## src/rtl/h80_clock_ctrl.sv

```systemverilog
// h80_clock_ctrl: button debounce, short/long press classification and run/step CPU clock enable
module h80_clock_ctrl #(
    parameter int NUM_BUTTONS     = 2,
    parameter int TICK_DIV        = 65536,
    parameter int DEBOUNCE_TICKS  = 41,
    parameter int LONGPRESS_TICKS = 824,
    parameter int RATE_BITS       = 5,
    parameter bit AUTORUN_INIT    = 1'b1
) (
    input  logic                   i_sysclk,
    input  logic                   i_reset,
    input  logic [NUM_BUTTONS-1:0] i_btn,
    input  logic [RATE_BITS-1:0]   i_rate_sel,
    input  logic                   i_halt_req,
    output logic [NUM_BUTTONS-1:0] o_btn_level,
    output logic [NUM_BUTTONS-1:0] o_btn_short,
    output logic [NUM_BUTTONS-1:0] o_btn_long,
    output logic                   o_autorun,
    output logic                   o_cpu_ce,
    output logic [31:0]            o_ce_count
);
    localparam int PW = (TICK_DIV > 1) ? $clog2(TICK_DIV) : 1;
    localparam int DW = $clog2(DEBOUNCE_TICKS + 1);
    localparam int HW = $clog2(LONGPRESS_TICKS + 1);
    localparam logic [PW-1:0] PRESC_LAST = PW'(TICK_DIV - 1);
    localparam logic [DW-1:0] DEB_LAST   = DW'(DEBOUNCE_TICKS - 1);
    localparam logic [HW-1:0] HOLD_MAX   = HW'(LONGPRESS_TICKS);

    logic [PW-1:0]          r_presc;
    logic                   w_tick;
    logic [NUM_BUTTONS-1:0] r_sync1;
    logic [NUM_BUTTONS-1:0] r_sync2;
    logic                   r_autorun;
    logic                   r_cpu_ce;
    logic [31:0]            r_rate;
    logic [31:0]            r_ce_count;
    logic [31:0]            w_sel;
    logic [31:0]            w_mask;
    logic                   w_rate_hit;

    assign w_tick = (r_presc == PRESC_LAST);

    // Free-running prescaler producing the one-cycle debounce sample tick
    always_ff @(posedge i_sysclk or posedge i_reset) begin
        if (i_reset) r_presc <= '0;
        else         r_presc <= w_tick ? '0 : r_presc + PW'(1);
    end

    // Two-flop synchronizer for the asynchronous button inputs
    always_ff @(posedge i_sysclk or posedge i_reset) begin
        if (i_reset) begin
            r_sync1 <= '0;
            r_sync2 <= '0;
        end else begin
            r_sync1 <= i_btn;
            r_sync2 <= r_sync1;
        end
    end

    genvar g;
    generate
        for (g = 0; g < NUM_BUTTONS; g++) begin : g_btn
            logic [DW-1:0] r_dcnt;
            logic [HW-1:0] r_hold;
            logic          r_level;
            logic          r_level_d;
            logic          r_at_max;
            logic          r_short;
            logic          r_long;
            logic          w_differ;
            logic          w_flip;
            logic          w_at_max;

            assign w_differ = r_sync2[g] ^ r_level;
            assign w_flip   = w_tick & w_differ & (r_dcnt == DEB_LAST);
            assign w_at_max = (r_hold == HOLD_MAX);

            // Debounce: the level flips on the DEBOUNCE_TICKS-th consecutive disagreeing tick
            always_ff @(posedge i_sysclk or posedge i_reset) begin
                if (i_reset) begin
                    r_dcnt  <= '0;
                    r_level <= 1'b0;
                end else if (w_tick) begin
                    r_dcnt  <= (!w_differ || w_flip) ? '0 : r_dcnt + DW'(1);
                    r_level <= r_level ^ w_flip;
                end
            end

            // Saturating hold counter; it still holds the press length in the cycle after release
            always_ff @(posedge i_sysclk or posedge i_reset) begin
                if (i_reset) begin
                    r_hold    <= '0;
                    r_at_max  <= 1'b0;
                    r_level_d <= 1'b0;
                    r_short   <= 1'b0;
                    r_long    <= 1'b0;
                end else begin
                    r_hold    <= !r_level ? '0 : (w_tick && !w_at_max) ? r_hold + HW'(1) : r_hold;
                    r_at_max  <= w_at_max;
                    r_long    <= w_at_max & ~r_at_max;
                    r_level_d <= r_level;
                    r_short   <= r_level_d & ~r_level & ~w_at_max;
                end
            end

            assign o_btn_level[g] = r_level;
            assign o_btn_short[g] = r_short;
            assign o_btn_long[g]  = r_long;
        end
    endgenerate

    assign w_sel      = 32'(i_rate_sel);
    assign w_mask     = (w_sel > 32'd31) ? 32'h7FFF_FFFF : ((32'd1 << w_sel[4:0]) - 32'd1);
    assign w_rate_hit = ((r_rate & w_mask) == w_mask);

    // Run control: autorun toggle with halt priority, rate counter, clock enable and its counter
    always_ff @(posedge i_sysclk or posedge i_reset) begin
        if (i_reset) begin
            r_autorun  <= AUTORUN_INIT;
            r_rate     <= '0;
            r_cpu_ce   <= 1'b0;
            r_ce_count <= '0;
        end else begin
            r_autorun  <= i_halt_req ? 1'b0 : r_autorun ^ o_btn_long[0];
            r_rate     <= r_autorun ? r_rate + 32'd1 : 32'd0;
            r_cpu_ce   <= ~i_halt_req & (r_autorun ? w_rate_hit : o_btn_short[0]);
            r_ce_count <= r_ce_count + 32'(r_cpu_ce);
        end
    end

    assign o_autorun  = r_autorun;
    assign o_cpu_ce   = r_cpu_ce;
    assign o_ce_count = r_ce_count;
endmodule
```

## config.mk

```make
export PLATFORM = sky130hd
export DESIGN_NAME = h80_clock_ctrl
export DESIGN_NICKNAME = d
export VERILOG_FILES = /design/src/rtl/h80_clock_ctrl.sv
export SDC_FILE = /design/constraint.sdc
export NUM_CORES = 1
export LEC_CHECK = 0
export BUFFER_PORTS_ARGS = -buffer_cell sky130_fd_sc_hd__buf_2
export CORE_MARGIN = 4
export CORE_UTILIZATION = 40
export DETAILED_ROUTE_END_ITERATION = 12
export SYNTH_ARGS = -nofsm -noshare
export SYNTH_HDL_FRONTEND = slang
export SYNTH_SLANG_ARGS = --single-unit
```

## constraint.sdc

```tcl
create_clock -name i_sysclk -period 6.92 [get_ports i_sysclk]
set_input_delay 1.384 -clock i_sysclk [delete_from_list [all_inputs] [get_ports i_sysclk]]
set_output_delay 1.384 -clock i_sysclk [all_outputs]
set_load 0.05 [all_outputs]
```

Word level (Yosys, flattened, before mapping)
Index checks and enable logic that the tools add are counted.

Bits in registers: 128. Bits of input ports: 10. Output and inout port bits: 40. Logic and storage cells: 82.

$add $sub $neg: 8. Order comparisons: 1. Eq/ne operators: 8. Shift-type cells: 1. Multiplexer cells: 11. Bitwise gates (word level): 24. Reduce and logical (&&, ||, !) cells: 8.

Operators with widths (number): $mux 32 (2); $mux 10 (4); $add 32x1->32 (1); $add 32x1->32 const B (1); $and 32x32->32 (1); $eq 32x32->1 (1); $shl 1x5->32 const A (1); $sub 32x1->32 const B (1); $add 10x1->10 const B (2); $eq 10x10->1 const B (2); $add 16x1->16 const B (1); $eq 16x16->1 const B (1); $mux 16 (1); $add 6x1->6 const B (2); $eq 6x6->1 const B (2); $mux 6 (2); $and 1x1->1 (11); $not 1->1 (7); $gt 5x5->1 const B (1); $xor 1x1->1 (5); $logic_not 1->1 (4); $ne 2x1->1 const B (2); $logic_and 1x1->1 (2); $logic_or 1x1->1 (2); $mux 1 (2).

Longest topological paths before layout
Gate-level depths: netlist (run 1).

Depth in word-level cells: 7. Depth in mapped cells: 12.

Worst setup path before layout (run 1)
OpenSTA, ideal clock, no wires.

Path type: input to register. Start: in i_rate_sel[4]. End: reg r_cpu_ce, in the netlist o_cpu_ce. Setup time: 0.122 ns. Arrival time: 3.591 ns. Path slack: 3.207 ns. Stages on the path: 9. Cells stage by stage: buf_2 -> nor4_2 -> nand2_1 -> ha_1 -> or4b_1 -> o2bb2a_4 -> o311ai_0 -> a2111oi_0 -> a32o_1.

Longest elaborated chain between the ends: 7. Elaborated cells on any way between the ends: 8.

Ends and longest elaborated chain: start: declaration (RTL line 13) `input logic [RATE_BITS-1:0] i_rate_sel,`; $shl 1x5->32 (RTL line 113) `assign w_mask = (w_sel > 32'd31) ? 32'h7FFF_FFFF : ((32'd1 << w_sel[4:0]) - 32'd1);`; $sub 32x1->32 (RTL line 113); $mux 32 * (RTL line 113); $and 32x32->32 (RTL line 114) `assign w_rate_hit = ((r_rate & w_mask) == w_mask);`; $eq 32x32->1 * (RTL line 114); $mux 1 * (RTL line 126) `r_cpu_ce <= ~i_halt_req & (r_autorun ? w_rate_hit : o_btn_short[0]);`; $and 1x1->1 * (RTL line 126); end signal: assignment (RTL line 126); end: declaration (RTL line 34) `logic r_cpu_ce;`.

Every way passes the cells marked *; elsewhere a longest branch is shown, timed or not. A chain may end at the register's enable or synchronous reset.

Worst setup path in the final report (run 1)
Ends and elaborated chain as after synthesis.

==> metrics.txt, run 1 <==
Sw Pwr=between 0.0003 and 0.0004 W; maximum fanout along the worst path=23; DR DRC count=0; initial antenna violation count=0; Clk Latency, worst-skew pair=around 420 ps; first-pass GRT wire length=between 20000 and 25000 microns; Max Fclk=254 MHz; power share of the combinational group=under 10%; Slowest-stage cell, CP=or4b_1; Area contributors post-synth=dfrtp_1, xnor2_1, and2_1, xor2_1, nand2_1; placed cell count=900; sw frac=a little over a fifth; status=finished clean; I/O Buffers=49; Design Area, Final=0.00764 sq mm; RSZ-0062 raised after global routing=false; Synth Cell Area=around 0.0067 sq mm; clock root cell=clkbuf_16; relative slew slack=29.9%; hold_buf cts=0; Site Rows=between 40 and 50; GPL Wtd Cong=~0.83; register bit count reported by yosys=~130; period utilization=between 50% and 60%; Tmin final=just under 4000 ps; Setup violations, final=0; Top Ports=50; Power Density=228 mW/mm^2; Clock Tree Buf Depth=2; htree depth=4; crit path DAT=approximately 4200 ps; Sink Count=around 130; commonest cells in the synthesized netlist=dfrtp_1, xnor2_1, nand2_1; GRT Util Overall=between 15 and 20%; Critical Path Max Stage Delay=650 ps; DRT iter0 DRCs=370; total of max-cap violations=0; vias in the first global route=4872; synth warn=0; total CTS buffers=17; Seq/Total Area, Yosys=47.7%; crit path cell chain=buf_2 > nor4_2 > nand2_1 > ha_1 > or4b_1 > o2bb2a_4 > o311ai_0 > a2111oi_0 > a32o_1; Layout Skew=roughly 8.6 ps; Area after DPL=about 0.007 sq mm; Area Overhead vs Synth=14.5%; worst slew pin tran=around 1100 ps; Startpoint Class=input port; Fillers=roughly 1500; final cell count without fillers=roughly 930; gr ovfl total=0; Yosys top cell area share=between 40 and 50%; main flop type after synthesis=dfrtp_1; sum of negative setup slack=0 ps; fraction of registers with async set/reset=100%; CTS tree=yes; EDFF count, synth=0; DRT antenna net count=0; vias per cell=between 5 and 6; layout cells sized above 1=14.0%; maximum vdd drop=around 0.00018 V; Syn Nets=690; Setup Crit Path Kind=input port to register; die height=137 microns; Syn Inst Count=approximately 670; final WL=14500 microns; initial core utilization=41.4%; DR pass1 iterations=4; post-CTS sizing=0; synthesized area per cell=roughly 10 sq um; Die W=about 140 microns; post-DP HPWL=approximately 10000 microns; FF/Latch Area=~0.0032 sq mm; final core occ=47.4%; Final Hold Fails=0; Internal=about 0.0014 W; largest net degree at the start of global routing=just under 90; most common cell in the synthesized netlist=dfrtp_1; Clk pwr share=between 50% and 60%; # diodes=0; fin nets=between 700 and 800; Hold WC Path Type=register to register; worst hold slack=345 ps; CP Capture Type=register; CP required=between 7000 and 8000 ps; cell leakage power=3.58 nW; multi-input logic area=between 0.003 and 0.004 sq mm; Post-CTS Repair Setup Buffers=0; die area=approximately 0.019 sq mm; routed len/inst=about 16 microns; Slew Limit Fails=0; Yosys top cell by area=dfrtp_1; clock transition at the registers of the reported paths=50 ps; sequential power share=42.8%; core area=roughly 0.016 sq mm; via count=around 5000; Unique masters post-synth=63
## power by group through the flow
stage               clock network [W]   logic, W  registers [W]
CTS                          0.000960  0.0000544       0.000745
finish                       0.000941  0.0000539       0.000745
floorplan                           0  0.0000407       0.000758
global placement                    0  0.0000544       0.000758
detailed placement                  0  0.0000543       0.000758
global route                 0.000996  0.0000609       0.000744
## cell usage in the layout (no fill, tap or decap), types with 5 or more instances in the layout
cell and count:
xor2_1 31, nand4_1 27, o21ai_0 26, clkbuf_16 17
nand3_1 35, nor2_1 41, buf_2 49, inv_1 15
and3_1 25, and2_1 46, or3_1 5, a21boi_0 5
nand2_1 55, a21oi_1 15, nor3_1 7, nand2b_1 7
dfrtp_1 126, and4_1 7, xnor2_1 60, nor2b_1 10
ha_1 13
## per-layer routing
metal,vias to the layer above,wire (microns),global-route usage (%)
li1,2388,-,-
met1,2393,6820,22.0
met2,106,6840,25.5
met3,14,732,4.15
met4,0,141,4.93
met5,-,0,0
## layout make-up
cell class                      instances  area share [%]
Timing Repair Buffer                   50            3.31
Multi-Input combinational cell        491            42.6
Clock buffer                           17            5.57
Inverter                               16           0.819
Sequential cell                       127            41.6
Tap cell                              216            3.54
Clock inverter                         14            2.52
## worst paths after layout
kind / from / slack, ps / endpoint / cells past startpoint
max: i_rate_sel[4] / 2980 / o_cpu_ce / 9
min: r_sync1[0] / 350 / r_sync2[0] / 0
max reg2reg: r_presc[0] / 4140 / g_btn[1].r_hold[9] / 7
min reg2reg: r_sync1[0] / 350 / r_sync2[0] / 0
max in group asynchronous: i_reset / 4550 / r_sync2[0] / 3
min in group asynchronous: i_reset / 1230 / o_ce_count[0] / 2
## through the flow
stage	setup slack, ps	power [W]
after floorplan	2150	0.000799
after global placement	2580	0.000812
after detailed placement	2590	0.000812
after CTS	3040	0.00176
after global routing	2810	0.00180
final	2980	0.00174
## worst max-delay path, delay by kind of cell
kind | cells | cell delay (ps)
buf+inv | 1 | 230
simple gates | 3 | 1180
fa+ha+maj | 1 | 480
compound gates | 4 | 950
## logic make-up after synthesis
| family | share of synthesized area [%] |
|---|---|
| AND/OR/NAND/NOR | 25.1 |
| flip-flops | 47.7 |
| XOR/XNOR | 11.9 |
| AO/OA/AOI/OAI | 8.38 |
| buffers and inverters | 3.51 |
| adder cells (fa/ha/maj) | 2.44 |
| multiplexers | 0.956 |
## registers in the layout (all words and copies together), names as in the netlist
signal	cells
g_btn.r_hold	20
o_ce_count	32
g_btn.r_long	2
r_sync2	2
g_btn.r_level	2
r_presc	16
g_btn.r_dcnt	12
o_cpu_ce	1
r_sync1	2
g_btn.r_short	2
o_autorun	1
g_btn.r_level_d	2
g_btn.r_at_max	2
r_rate	31
Note: power is estimated with default switching activity, not from simulation.
==> inputs of run 2 (changes only) <==
==> constraint.sdc (replaced) <==
create_clock -name i_sysclk -period 4.05 [get_ports i_sysclk]
set_input_delay 0.81 -clock i_sysclk [delete_from_list [all_inputs] [get_ports i_sysclk]]
set_output_delay 0.81 -clock i_sysclk [all_outputs]
set_load 0.05 [all_outputs]
==> metrics.txt, run 2 (synthesis gave the netlist of run 1 again) <==
die height=roughly 140 microns; commonest non-fill, non-tap cell in the layout=dfrtp_1; CP required=4400 ps; FF/Latch Area=between 0.003 and 0.004 sq mm; post-DP HPWL=slightly below 10000 microns; hold_buf cts=0; initial antenna violation count=0; Post-CTS Repair Setup Buffers=0; sum of negative setup slack=0 ps; commonest cells after routing, fill and taps aside=dfrtp_1, xnor2_1, nand2_1, buf_2, and2_1; fin nets=roughly 730; vias in the first global route=~5000; Top Ports=50; Setup Crit Path Kind=input port to register; period utilization=slightly above 70%; first-pass GRT wire length=24300 microns; pre-CTS WS=701 ps; multi-input logic area=0.00326 sq mm; Area Overhead vs Synth=13.8%; Site Rows=46; Tmin final=about 3000 ps; max FFs per register=32; status=finished clean; DRT antenna net count=0; crit path DAT=approximately 3300 ps; Power Density=about 360 mW/mm^2; initial core utilization=just over 40%; CTS tree=yes; DR DRC count=0; final WL=between 10000 and 15000 microns; worst slew pin tran=a little under 1000 ps; Max Fclk=~340 MHz; Startpoint Class=input port; total of max-cap violations=0; Fillers=about 1500; maximum vdd drop=0.000301 V; Final Hold Fails=0; Setup violations, final=0; # diodes=0; Sink Count=approximately 130; Slew Limit Fails=0; Setup WS post-layout=approximately 1100 ps; post-CTS sizing=0; maximum fanout along the worst path=23; DR pass1 iterations=4; total CTS buffers=17; Die W=roughly 140 microns; I/O Buffers=slightly below 50; Clock Tree Buf Depth=2; CP Capture Type=register; Hold WC Path Type=register to register; clock root cell=clkbuf_16; layout cells sized above 1=between 10% and 20%; total power=roughly 0.0027 W; cell leakage power=about 3.6 nW; gr ovfl total=0; largest net degree at the start of global routing=roughly 130; core area=0.0161 sq mm; vias per cell=between 5 and 6; via count=between 4000 and 5000; Clk Latency, worst-skew pair=~420 ps; Layout Skew=approximately 13 ps; relative slew slack=between 30% and 40%; die area=between 0.015 and 0.02 sq mm; GPL Wtd Cong=about 0.85; RSZ-0062 raised after global routing=false; htree depth=4; DRT iter0 DRCs=roughly 400; routed len/inst=approximately 16 microns; clock transition at the registers of the reported paths=60 ps; GRT Util Overall=16.3%; worst hold slack=approximately 350 ps
[run 2: layout make-up]
type / count / area share [%]
timing repair buffer: 55 / 3.99
tap: 216 / 3.56
sequential: 127 / 41.9
clock inverter: 11 / 0.923
inverter: 16 / 0.841
multi-input combinational: 491 / 42.9
clock buffer: 20 / 5.88
[run 2: worst max-delay path, stage by stage]
cell       delay (ps)
buf_2             230
nor4_2            370
nand2_1           110
ha_1              210
buf_4             210
nor3b_1           160
a31o_2            210
a22oi_1           120
o311ai_0          130
a2111oi_0         480
a32o_1            240
[run 2: through the flow]
stage / cells / util [%] / area, sq um
after floorplan: 667 / - / 6680
after global placement: 905 / 43.9 / 7070
after detailed placement: 905 / 43.9 / 7070
after CTS: 936 / 47.1 / 7590
after global routing: 936 / 47.1 / 7590
final: 936 / 47.1 / 7590
[run 2: worst paths after layout]
kind	start	to	slack [ps]	cells after the start
max in group asynchronous	i_reset	o_ce_count[27]	2960	3
worst max-delay path	i_rate_sel[2]	o_cpu_ce	1100	11
worst min-delay path	r_sync1[0]	r_sync2[0]	350	0
worst min register to register	r_sync1[0]	r_sync2[0]	350	0
worst max register to register	r_presc[0]	g_btn[1].r_hold[9]	1340	7
min in group asynchronous	i_reset	o_ce_count[14]	560	3
[run 2: layer usage]
layer / wire length, microns / global-route usage, % / vias up
met1: 6730 / 21.4 / 2440
met5: 0 / 0 / -
met3: 668 / 4.19 / 21
met2: 6910 / 25.7 / 109
met4: 289 / 6.26 / 0
li1: - / - / 2404
[run 2: power by group]
part           leakage, nW  switching [W]  total [W]  internal (W)
registers             1.75    0.000000852    0.00127       0.00127
clock network        0.251       0.000552    0.00134      0.000787
logic                 1.57      0.0000684  0.0000968     0.0000285
total                 3.56       0.000622    0.00271       0.00209
